<file path="src/rtl/nvram_ioctl_responder.sv">
// nvram_ioctl_responder
//
// Bridges the data_io ioctl download/upload protocol to a single-port NVRAM
// with a one-cycle read latency. A selected download streams bytes into the
// NVRAM. A selected upload fetches one byte per ioctl_addr change and
// presents it on ioctl_din two cycles later. Addresses beyond the image read
// as 8'hFF and are never written.
//
// Optional feature macro: NVRAM_DIRTY_TRACK_EN
//   defined   -> dirty tracks core-side writes since the last full save/load
//   undefined -> dirty is tied low and core_wr is ignored
module nvram_ioctl_responder #(
  parameter logic [7:0] INDEX = 8'hFF,
  parameter int         AW    = 9
) (
  input  logic          clk_sys,
  input  logic          reset_n,
  input  logic          ioctl_download,
  input  logic          ioctl_upload,
  input  logic [7:0]    ioctl_index,
  input  logic [24:0]   ioctl_addr,
  input  logic          ioctl_wr,
  input  logic [7:0]    ioctl_dout,
  output logic [7:0]    ioctl_din,
  output logic [AW-1:0] nvram_a,
  output logic [7:0]    nvram_d,
  output logic          nvram_we,
  input  logic [7:0]    nvram_q,
  input  logic          core_wr,
  output logic          busy,
  output logic          dirty
);

  typedef enum logic [2:0] {
    IDLE,
    DL,
    UL_ISSUE,
    UL_WAIT,
    UL_HOLD
  } state_t;

  localparam logic [24:0] TOP_ADDR = 25'((64'd1 << AW) - 64'd1);

  state_t      state;
  logic        wr_q;       // previous ioctl_wr, for rise detection
  logic        ul_q;       // previous ioctl_upload, for rise detection
  logic [24:0] addr_q;     // full address of the fetch in flight / last fetched
  logic        fetch_oor;  // fetch in flight targets an address outside the image
  logic        armed;      // both session requests seen low since reset

  logic sel;
  logic addr_oor;
  logic addr_chg;
  logic wr_rise;
  logic dl_start;
  logic ul_start;
  logic in_upload;
  logic issue;

  assign sel       = (ioctl_index == INDEX);
  // Range check uses every address bit; only nvram_a itself is masked.
  assign addr_oor  = ((ioctl_addr >> AW) != 25'd0);
  assign addr_chg  = (ioctl_addr != addr_q);
  assign wr_rise   = ioctl_wr & ~wr_q;
  // armed blocks a request that was already high when reset released.
  assign dl_start  = armed & sel & ioctl_download;
  assign ul_start  = armed & sel & ioctl_upload & ~ul_q & ~dl_start;
  assign in_upload = (state == UL_ISSUE) || (state == UL_WAIT) || (state == UL_HOLD);
  // A fetch is (re)started on session entry or on any address change while
  // the upload is still active, including mid-fetch (which drops the old one).
  assign issue     = ((state == IDLE) && ul_start) ||
                     (in_upload && ioctl_upload && addr_chg);

`ifdef NVRAM_DIRTY_TRACK_EN
  logic reached_top;  // current upload has visited the last image byte
  logic end_clear;

  assign end_clear = ((state == DL) && !ioctl_download) ||
                     (in_upload && !ioctl_upload && reached_top);
`else
  logic unused_core_wr;

  assign unused_core_wr = core_wr;
  assign dirty          = 1'b0;
`endif

  // Session FSM, NVRAM port drive, upload byte capture and dirty tracking.
  // NOTE: every register here uses <= so all reads see the pre-edge values;
  // blocking assignments would make results depend on statement order.
  always_ff @(posedge clk_sys or negedge reset_n) begin
    if (!reset_n) begin
      state     <= IDLE;
      ioctl_din <= 8'h00;
      nvram_a   <= '0;
      nvram_d   <= 8'h00;
      nvram_we  <= 1'b0;
      busy      <= 1'b0;
      wr_q      <= 1'b0;
      ul_q      <= 1'b0;
      addr_q    <= 25'd0;
      fetch_oor <= 1'b0;
      armed     <= 1'b0;
`ifdef NVRAM_DIRTY_TRACK_EN
      reached_top <= 1'b0;
      dirty       <= 1'b0;
`endif
    end else begin
      wr_q     <= ioctl_wr;
      ul_q     <= ioctl_upload;
      nvram_we <= 1'b0;
      if (!ioctl_download && !ioctl_upload) armed <= 1'b1;

      case (state)
        IDLE: begin
          if (dl_start)      state <= DL;
          else if (ul_start) state <= UL_ISSUE;
        end

        DL: begin
          if (!ioctl_download) begin
            state <= IDLE;
          end else if (wr_rise && !addr_oor) begin
            nvram_we <= 1'b1;
            nvram_a  <= ioctl_addr[AW-1:0];
            nvram_d  <= ioctl_dout;
          end
        end

        UL_ISSUE: begin
          if (!ioctl_upload) begin
            state <= IDLE;
            busy  <= 1'b0;
          end else if (!addr_chg) begin
            state <= UL_WAIT;
          end
        end

        UL_WAIT: begin
          if (!ioctl_upload) begin
            state <= IDLE;
            busy  <= 1'b0;
          end else if (addr_chg) begin
            state <= UL_ISSUE;
          end else begin
            // nvram_q now reflects the address driven two edges ago.
            ioctl_din <= fetch_oor ? 8'hFF : nvram_q;
            busy      <= 1'b0;
            state     <= UL_HOLD;
          end
        end

        UL_HOLD: begin
          if (!ioctl_upload)  state <= IDLE;
          else if (addr_chg)  state <= UL_ISSUE;
        end

        default: state <= IDLE;
      endcase

      if (issue) begin
        addr_q    <= ioctl_addr;
        fetch_oor <= addr_oor;
        busy      <= 1'b1;
        // Out-of-range fetches leave the NVRAM address untouched: no read.
        if (!addr_oor) nvram_a <= ioctl_addr[AW-1:0];
      end

`ifdef NVRAM_DIRTY_TRACK_EN
      if (ul_start)
        reached_top <= 1'b0;
      else if (in_upload && ioctl_upload && (ioctl_addr == TOP_ADDR))
        reached_top <= 1'b1;

      // A core write in the clearing cycle must not be lost.
      if (core_wr)        dirty <= 1'b1;
      else if (end_clear) dirty <= 1'b0;
`endif
    end
  end

endmodule

</file>
<file path="config.mk">
export PLATFORM = sky130hd
export DESIGN_NAME = nvram_ioctl_responder
export DESIGN_NICKNAME = d
export VERILOG_FILES = /design/src/rtl/nvram_ioctl_responder.sv
export SDC_FILE = /design/constraint.sdc
export NUM_CORES = 1
export LEC_CHECK = 0
export CELL_PAD_IN_SITES_DETAIL_PLACEMENT = 0
export CELL_PAD_IN_SITES_GLOBAL_PLACEMENT = 1
export CORE_ASPECT_RATIO = 1.75
export CORE_MARGIN = 2
export CORE_UTILIZATION = 39
export DETAILED_ROUTE_END_ITERATION = 10
export HOLD_SLACK_MARGIN = 0.03
export PLACE_DENSITY = 0.86
export SLEW_MARGIN = 20
export SYNTH_ARGS = -nofsm -noshare
export SYNTH_HDL_FRONTEND = slang
export SYNTH_SLANG_ARGS = --single-unit
export TNS_END_PERCENT = 10
</file>
<file path="constraint.sdc">
create_clock -name clk_sys -period 4.3 [get_ports clk_sys]
set_input_delay 0.86 -clock clk_sys [delete_from_list [all_inputs] [get_ports clk_sys]]
set_output_delay 0.86 -clock clk_sys [all_outputs]
set_load 0.005 [all_outputs]
</file>
==> results of run 1 <==
==> final cells by class <==
class                   count  area [um^2]
fillers                   614         2964
flip-flops and latches     59         1476
multi-input cells         148         1162
repair buffers             82        810.8
clock buffers              13        250.2
well taps                  84        105.1
inverters                  10        37.54
==> report_power, final <==
group | internal (uW) | leakage [uW] | switching [uW]
logic | 166 | 0.000845 | 88.3
clock network | 394 | 0.000122 | 213
registers | 637 | 0.000760 | 60.6
total | 1200 | 0.00173 | 362
==> registers in the layout, indices dropped and copies added, names as in the netlist <==
register and count:
ioctl_din 8, fetch_oor 1, nvram_we 1, busy 1, ul_q 1, addr_q 25
wr_q 1, nvram_a 9, nvram_d 8, armed 1, state 3
==> logic make-up after synthesis <==
group,Yosys count
AND/OR/NAND/NOR,70
multiplexers,43
AO/OA/AOI/OAI,9
buffers and inverters,17
flip-flops,59
XOR/XNOR,25
other,1
==> cells in the final DEF, fill, tap and decap left out, drive strengths merged <==
master and instances:
or2 1, o21ai 2, dfrtp 59, or4 1
nand3b 1, a31oi 1, nor4 6, mux2 35
nor2b 1, inv 9, nor4b 1, mux2i 8
clkbuf 13, nand2 33, conb 1, nor2 11
o21bai 2, buf 3, clkinv 1, clkdlybuf4s50 79
nand4 7, xnor2 25, o32ai 1, a21oi 2
o221ai 1, nor3b 2, nand3 4, nor3 2
==> final timing paths <==
| kind | cells past startpoint | slack (ns) | to |
|---|---|---|---|
| max | 7 | 1.14 | nvram_a[6] |
| min | 2 | 0.47 | nvram_d[5] |
| max reg2reg | 6 | 1.93 | nvram_a[6] |
| min reg2reg | 2 | 0.47 | nvram_d[5] |
| max in group asynchronous | 2 | 2.86 | addr_q[9] |
| min in group asynchronous | 1 | 0.60 | nvram_a[2] |
==> stage by stage <==
| stage | util (%) | setup WS [ns] | area, um^2 | hold WS, ns |
|---|---|---|---|---|
| after floorplan | - | 1.706 | 2729 | 0.4436 |
| after global placement | 52.78 | 0.7216 | 3592 | 0.4578 |
| after detailed placement | 52.78 | 0.7345 | 3592 | 0.4613 |
| after CTS | 56.45 | 1.073 | 3842 | 0.4728 |
| after global routing | 56.45 | 0.9663 | 3842 | 0.5113 |
| final | 56.45 | 1.136 | 3842 | 0.4677 |
==> routing by layer <==
layer | routed length (um) | vias up
li1 | - | 931
met5 | 0 | -
met2 | 2993 | 52
met4 | 113 | 0
met1 | 2190 | 912
met3 | 291 | 9
==> critical path: stages <==
cell             delay, ns
clkdlybuf4s50_1       0.48
nor4_1                0.30
nand4_1               0.21
or4_1                 0.77
nand2_4               0.12
o21bai_2              0.25
mux2_4                0.37
==> results.md, run 1 <==
- Initial Utilization: roughly 40%
- Pwr dens: a little over 400 nW/um^2
- Number of antenna violations at the first check in global routing: 0
- Syn Area/Cell: ~12 um^2
- Worst VDD drop: 0.2812 mV
- Die X: slightly below 70 um
- Nets: ~370
- Unrepaired setup endpoints after global routing: false
- Vias in the first global route: 1,977
- Met1 global-route usage: 18.72%
- Finished Layout Cells: 396
- Worst setup SP type: input port
- Area fraction of the dominant cell type after synthesis: 54.10%
- GRT Total Usage: 16.45%
- Seq/Total Area, Yosys: 54.10%
- Ranking of synthesized cells by area: dfrtp_1 (54%), xnor2_1 (8.0%), mux2_2 (6.6%), mux2_4 (5.0%), nand2_1 (4.4%)
- HPWL Detailed: 4200 um
- Post-synth EDFFs: 0
- Minimum period implied by the final worst setup slack: 3.164 ns
- WL/cell: 14.11 um
- Simple-gate share of the synthesized area: 12.84%
- YS warnings: 0
- Drt drc: 0
- Max Clock Skew: around 0.005 ns
- DIE AREA: slightly below 8000 um^2
- Layer with the highest usage: met2
- Max-Cap Viols: 0
- Global-route wire length before repair: 9225 um
- Largest family of logic cells by synthesized area: multiplexers
- Post-CTS Setup Bufs: 0
- Post-Route WL: 5589 um
- Crit path required time: 4.50 ns
- CTS Buf Count: 9
- GR Util met3: 4.228%
- Cell accounting for the most synthesized area: dfrtp_1
- DRT antenna net count: 0
- Top-count cell post-synth: dfrtp_1
- CTS H-tree depth: 3
- Final Cycle Share: about three quarters
- Largest net degree at the start of global routing: 34
- Inserted Diodes: 0
- Cts hold-fix bufs: 0
- Worst-path maximum fanout: 10
- Setup crit start: ioctl_addr[20]
- Core footprint: 6807 um^2
- Sinks on Clock Net: 59
- Ports: 83
- RD Place Congestion: 0.8003
- Post-Place Cells: 383
- Relative max-transition margin: 50.97%
- Leak: 0.001726 uW
- Compound-Gate Fraction of Synth Area: 2.980%
- Port bufs: 80
- Synth-to-layout area growth: 40.81%
- Top_reg_cell synth: dfrtp_1
- Post-synth ARST share: 100.0%
- Worst-path clk slew: 0.05 ns
- Pins over their slew limit: 0
- Initial DRC count: 60
- Mapped Cells: between 200 and 250
- Arrival @ worst endpoint: 3.37 ns
- Commonest cells in the netlist: dfrtp_1 (59), nand2_1 (32), xnor2_1 (25)
- CTS tree: done
- Crit. End Element: flop
- Min-Delay Path Class: flop to flop
- Xor and xnor fraction of the mapped netlist area: 8.024%
- Crit path kind: input port to flop
- Clk root buf: clkbuf_16
- Later-pin clock latency in the skew report: 0.32 ns
- GR met2 Demand/Resource: a little over a quarter
- Finish-stage setup viols: 0
- Actual slew at the worst max-slew pin: between 0.7 and 0.8 ns
- Count of cell types in the netlist: 36
- Total number of vias: 1,904
- Setup TNS: 0 ns
- Worst r2r src: addr_q[16]
- Layout cells sized above 1: 14.74%
- Gr ovfl total: 0
- Synthesized area: 2729 um^2
- Fin. Hold Viols: 0
- Placement Rows: 40
- Clock Tree Buf Depth: 2
- Post-synthesis mux area share: between 10% and 20%
- Syn_nets: 279
- Die Span Y: 114.7 um
- Synth Register Bits: 59
- Pre-antenna DRT Iters: 4
- Post-CTS resize count: 0
- FMAX: 316.1 MHz
- Tot Pwr: 1558 uW
- Outcome: finished, final reports clean
- Hold Crit Start: nvram_d[5]
- Via density: 4.808
- Synth Area in Adders: 0%
No activity file was read; power rests on OpenSTA's default activity.
==> run 2, diff against run 1 <==
CORE_UTILIZATION = 33   (was 39)
PLACE_DENSITY = 0.78   (was 0.86)
clock period = 2.6 ns   (was 4.3 ns; I/O delays follow)
==> run 2 against run 1 <==
Register-to-register slack lost 1.4 ns; routed wire length grew 7.9%; final cell count grew 8.6%; clock skew grew 0.0019 ns; first-iteration DRC count grew 67%; worst setup slack lost 1.0 ns; sequential share of layout area shrank 2.7 points; sequential power grew 65%; non-clock buffer count grew 25.
==> results.md, run 2 (synthesis gave the netlist of run 1 again) <==
- Outcome: finished, final reports clean
- Most frequent cells in the layout: clkdlybuf4s50_1 (78), dfrtp_1 (59), nand2_1 (32), xnor2_1 (25), buf_4 (25)
- CTS tree: done
- Via density: 4.693 (-2.4%)
- Fin. Hold Viols: 0 (unchanged)
- Pins over their slew limit: 0 (unchanged)
- Setup crit start: ioctl_addr[13]
- Core footprint: 7963 um^2 (+17%)
- Worst setup SP type: input port
- Met1 global-route usage: 17.08% (-1.6 points)
- Worst r2r src: state[1]
- Min-Delay Path Class: input port to async pin
- CTS Buf Count: 9 (unchanged)
- Global-route wire length before repair: 10,330 um (+12%)
- FMAX: 400.2 MHz
- Drt drc: 0 (unchanged)
- Fillers: 721 (+17%)
- CP endpoint: nvram_a[2]
- RR Endpoint: nvram_a[2]
- Worst-path maximum fanout: 5 (-5)
- Actual slew at the worst max-slew pin: 0.7595 ns (+0.02411 ns)
- HPWL Detailed: 4527 um (+7.8%)
- Crit path required time: 2.80 ns (-1.70 ns)
- Die Span Y: 124.3 um (+8.4%)
- Sinks on Clock Net: 59 (unchanged)
- Synth-to-layout area growth: 51.49%
- GRT Total Usage: 14.70% (-1.7 points)
- Max Clock Skew: 0.006823 ns (+0.001862 ns)
- Reg2reg setup slack: 0.52 ns (-1.41 ns)
- Placement Rows: 43 (+7.5%)
- Port bufs: 80 (unchanged)
- Nets: 390 (+6.8%)
- Gr ovfl total: 0 (unchanged)
- Finish-stage setup viols: 0 (unchanged)
- Final Cycle Share: a little over nine tenths
- Die X: 72.74 um (+8.2%)
- Pwr dens: 664.8 nW/um^2 (+64%)
- Post-Place Cells: 414 (+8.1%)
- Clock share of power: 41.9% (+3.0 points)
- Total net switching power: 669.2 uW (+85%)
- Ports: 83 (unchanged)
- Max-Cap Viols: 0 (unchanged)
- Seq pwr share: 41.9% (-2.9 points)
- R2R cell count: 7 (+1)
- Cts hold-fix bufs: 0 (unchanged)
- Max reg flops: 25 (unchanged)
- Worst-path clk slew: 0.05 ns (about the same)
- Arrival @ worst endpoint: 2.70 ns (-0.67 ns)
- Leak: 0.001887 uW (+9.4%)
- Initial Utilization: 34.27% (-5.8 points)
- Number of antenna violations at the first check in global routing: 0 (unchanged)
- Total number of vias: 2,018 (+6.0%)
- Switching Share: 24.35% (+1.1 points)
- Clock Tree Buf Depth: 2 (unchanged)
- CTS H-tree depth: 3 (unchanged)
- Pint: 2079 uW (+74%)
- CP cell instances: clkdlybuf4s50_1 -> nor4_2 -> nand4_1 -> or4_4 -> nand2_4 -> o21bai_2 -> buf_4 -> mux2_4
- Relative max-transition margin: 49.36% (-1.6 points)
- DP Area: 3812 um^2 (+6.1%)
- Crit path kind: input port to flop
- DIE AREA: 9041 um^2 (+17%)
- Finished Layout Cells: 430 (+8.6%)
- Initial DRC count: 100 (+67%)
- Vias in the first global route: 2,187 (+11%)
- Later-pin clock latency in the skew report: 0.32 ns (about the same)
- Crit. End Element: flop
- Inserted Diodes: 0 (unchanged)
- Worst VDD drop: 0.3211 mV (+14%)
- Largest net degree at the start of global routing: 60 (+76%)
- Max stage delay on crit path: 0.58 ns (-0.19 ns)
- Post-Route WL: 6030 um (+7.9%)
- Commonest non-fill, non-tap cell in the layout: clkdlybuf4s50_1
- Most flops, register: addr_q
- GR Util met3: 4.450% (+0.22 points)
- WL/cell: 14.02 um (-0.64%)
- Slowest CP cell: or4_4
- Fin area: 4134 um^2 (+7.6%)
- DRT antenna net count: 0 (unchanged)
- Clk root buf: clkbuf_16
- Layout cells sized above 1: 23.53% (+8.8 points)
- Layer with the highest usage: met2
- Pre-antenna DRT Iters: 4 (unchanged)
- Unrepaired setup endpoints after global routing: true
- RD Place Congestion: 0.7561 (-5.5%)
- Comb power frac: 16.2% (about the same)
- Minimum period implied by the final worst setup slack: 2.499 ns
- GR met2 Demand/Resource: 24.76% (-2.4 points)
- Largest registers: addr_q (25), nvram_a (9)
==> run 2: critical path: cells and delay by family <==
family / cells / cell delay (ns)
buffers and inverters: 2 / 0.67
muxes: 1 / 0.30
AOI/OAI and AO/OA: 1 / 0.08
and+or+nand+nor: 4 / 1.14
==> run 2: per-layer routing <==
layer | vias up | part of all wire, %
met4 | 0 | 1.6
li1 | 983 | -
met1 | 971 | 40
met3 | 8 | 5.6
met2 | 56 | 53
met5 | - | 0
==> run 2: metrics by stage <==
| step | setup TNS [ns] | total power (uW) | worst slack, ns | hold slack [ns] | utilization, % |
|---|---|---|---|---|---|
| finish | 0 | 2748 | 0.1010 | 0.3385 | 51.92 |
| global route | -0.007664 | 2892 | -0.007664 | 0.4066 | 51.92 |
| CTS | 0 | 2782 | 0.04679 | 0.3742 | 51.62 |
| detailed placement | -10.60 | 1617 | -0.3137 | 0.4657 | 47.88 |
| global placement | -9.943 | 1600 | -0.2711 | 0.4574 | 47.88 |
| floorplan | 0 | 1416 | 0.3465 | 0.2244 | - |
==> run 2: worst min path at each step <==
stage / from / end / cells after the start / slack [ns]
2_1_floorplan: reset_n / addr_q[0] / 0 / 0.22
3_3_place_gp: nvram_d[1] / nvram_d[1] / 2 / 0.46
3_5_place_dp: nvram_d[6] / nvram_d[6] / 2 / 0.47
4_1_cts: reset_n / nvram_d[5] / 2 / 0.37
5_1_grt: reset_n / nvram_d[5] / 2 / 0.41
6_report: reset_n / nvram_d[5] / 2 / 0.34
==> run 2: what timing repair did <==
action                                  in CTS  in global routing
resized for setup                            1                  4
hold endpoints to repair                     0                  0
endpoints found under the setup margin       1                 35
setup buffers                                0                  0
==> run 2: cell type report <==
cell class	instances	area, um^2	area share (%)
Timing Repair Buffer	107	1026	24.82
Clock buffer	9	225.2	5.448
Tap cell	90	112.6	2.724
Inverter	10	37.54	0.9080
Sequential cell	59	1476	35.71
Clock inverter	7	68.82	1.665
Multi-Input combinational cell	148	1187	28.72
==> run 2: power groups by stage <==
stage                     sequential (uW)  clock (uW)  combinational (uW)
after global routing                 1170        1220                 501
after CTS                            1160        1180                 450
after floorplan                      1130           0                 283
after detailed placement             1170           0                 447
after global placement               1160           0                 439
final                                1150        1150                 445
==> run 3, diff against run 2 <==
CORE_UTILIZATION = 34   (was 33)
CTS_BUF_LIST = sky130_fd_sc_hd__clkbuf_8   (was unset)
CTS_CLUSTER_SIZE = 20   (was unset)
GPL_ROUTABILITY_DRIVEN = 0   (was unset)
PLACE_DENSITY = 0.8   (was 0.78)
==> run 3 against run 2 <==
Highest routed layer unchanged; cell area fell by 0.97%; sequential power barely moved; clock skew rose by 0.0015 ns; critical endpoint is now addr_q[2]; global-route usage rose by 0.47 points; register-to-register slack got worse by 0.07 ns; utilization rose by 0.20 points; critical path depth rose by 2; worst setup slack improved by 0.0043 ns; via count rose by 0.50%; clock power fell by 11%; first-iteration DRC count fell by 4.0%; hold slack got worse by 0.21 ns.
==> results.md, run 3 (synthesis gave the netlist of run 1 again) <==
- Outcome: finished, final reports clean
- Total net switching power: 619.0 uW (-7.5%)
- Initial Utilization: 34.74% (+0.47 points)
- Clock share of power: 39.0% (-2.9 points)
- Die Span Y: 122.5 um (-1.4%)
- Nets: 392 (+0.51%)
- DIE AREA: 8787 um^2 (-2.8%)
- Post-CTS resize count: 0 (-1)
- Vias in the first global route: 2,106 (-3.7%)
- Die X: 71.72 um (-1.4%)
- Most flops, register: addr_q
- Finished Layout Cells: 432 (+0.47%)
- CTS Buf Count: 9 (unchanged)
- DRT antenna net count: 0 (unchanged)
- Arrival @ worst endpoint: 2.72 ns (+0.02 ns)
- CTS tree: done
- Synth-to-layout area growth: 50.02%
- Pint: 2002 uW (-3.7%)
- Comb power frac: 17.1% (+0.9 points)
- Drt drc: 0 (unchanged)
- Clk root buf: clkbuf_8
- Gr ovfl total: 0 (unchanged)
- Number of antenna violations at the first check in global routing: 0 (unchanged)
- Inserted Diodes: 0 (unchanged)
- Unrepaired setup endpoints after global routing: false
- Max Clock Skew: 0.008331 ns (+0.001508 ns)
- Minimum period implied by the final worst setup slack: 2.495 ns (-0.004335 ns)
- Total number of vias: 2,028 (+0.50%)
- GRT Total Usage: 15.18% (+0.47 points)
- Largest net degree at the start of global routing: 41 (-32%)
- CTS H-tree depth: 3 (unchanged)
- Sinks on Clock Net: 59 (unchanged)
- WL/cell: 13.72 um (-2.1%)
- Post-CTS Setup Bufs: 0 (unchanged)
- Switching Share: 23.62% (-0.73 points)
- Clock Tree Buf Depth: 2 (unchanged)
- Min-Delay Path Class: input port to async pin
- Final Cycle Share: 95.95% (-0.17 points)
- Core footprint: 7855 um^2 (-1.4%)
- Seq pwr share: 44.0% (+2.1 points)
- Crit. End Element: flop
- Ports: 83 (unchanged)
- Port bufs: 80 (unchanged)
- Fin. Hold Viols: 0 (unchanged)
- Worst VDD drop: 0.4267 mV (+33%)
- Post-Place Cells: 416 (+0.48%)
- Later-pin clock latency in the skew report: 0.35 ns (+0.03 ns)
- Max-Cap Viols: 0 (unchanged)
- Global-route wire length before repair: 10,120 um (-2.1%)
- Pwr dens: 640.2 nW/um^2 (-3.7%)
- Cts hold-fix bufs: 0 (unchanged)
- Via density: 4.694 (about the same)
- Commonest non-fill, non-tap cell in the layout: clkdlybuf4s50_1
- Worst setup SP type: input port
- Most frequent cells in the layout: clkdlybuf4s50_1 (79), dfrtp_1 (59), nand2_1 (32), xnor2_1 (25), buf_4 (25)
- Largest registers: addr_q (25), nvram_a (9)
- Pins over their slew limit: 0 (unchanged)
- Post-Route WL: 5928 um (-1.7%)
- Pre-antenna DRT Iters: 4 (unchanged)
- Crit path kind: input port to flop
- Worst-path clk slew: 0.06 ns (about the same)
- Max reg flops: 25 (unchanged)
- Crit path required time: 2.82 ns (+0.02 ns)
- Layout cells sized above 1: 22.81% (-0.72 points)
- Final core occ: 52.12% (+0.20 points)
- Worst-path maximum fanout: 27 (+22)
- Initial DRC count: 96 (-4.0%)
- FMAX: 400.9 MHz (+0.17%)
- HPWL Detailed: 4403 um (-2.7%)
- Placement Rows: 43 (unchanged)
- Finish-stage setup viols: 0 (unchanged)
- Leak: 0.001882 uW (-0.28%)
## run 3: cell types whose count changed in the layout (fill, tap and decap cells not counted), moves of 2 or more
cell        delta
buf_12         +2
bufinv_16      +2
clkbuf_16      -9
clkbuf_8      +10
clkinvlp_4     -2
nor4_1         +2
## run 3: path summary, 6_finish.rpt
check / start / to / slack (ns) / depth (start not counted)
worst min-delay path: reset_n / ioctl_din[0] / 0.13 / 1
worst min register to register: nvram_d[1] / nvram_d[1] / 0.48 / 2
worst max-delay path: ioctl_addr[17] / addr_q[2] / 0.11 / 10
worst max register to register: addr_q[17] / addr_q[2] / 0.45 / 8
min in group clk_sys: nvram_d[1] / nvram_d[1] / 0.48 / 2
max in group asynchronous: reset_n / addr_q[7] / 1.89 / 2
## run 3: layout make-up
cell class / instances / area [um^2]
fillers: 699 / 3761
flip-flops and latches: 59 / 1476
multi-input cells: 148 / 1162
repair buffers: 109 / 1064
clock buffers: 10 / 137.6
well taps: 90 / 112.6
clock inverters: 6 / 103.9
inverters: 10 / 37.54
## run 3: routing by layer
metal,part of all wire (%),vias up,global-route usage (%)
li1,-,988,-
met1,39,977,17.57
met2,54,52,25.46
met3,4.9,11,4.269
met4,2.2,0,7.429
met5,0,-,0
## run 3: worst max-delay path, stage by stage
cell             delay, ns
clkdlybuf4s50_1       0.44
buf_4                 0.15
xnor2_1               0.16
nand4_1               0.14
nor4_1                0.29
buf_4                 0.16
a21oi_2               0.08
a31oi_4               0.19
buf_12                0.21
mux2_2                0.36
## run 3: per-stage QoR
step / total power [uW] / setup WS (ns) / TNS (ns) / instance area, um^2 / hold slack, ns
finish: 2621 / 0.1053 / 0 / 4094 / 0.1311
global route: 2763 / 0.003174 / 0 / 4094 / 0.1550
CTS: 2665 / 0.09341 / 0 / 4094 / 0.1339
detailed placement: 1628 / -0.2651 / -9.257 / 3852 / 0.4716
global placement: 1607 / -0.2551 / -8.830 / 3852 / 0.4578
floorplan: 1416 / 0.3465 / 0 / 2729 / 0.2244
## run 3: power groups by stage
stage               Combinational, uW  Sequential [uW]  Clock (uW)
floorplan                         283             1130           0
global placement                  444             1160           0
detailed placement                457             1170           0
CTS                               459             1160        1050
global route                      495             1170        1100
finish                            447             1150        1020
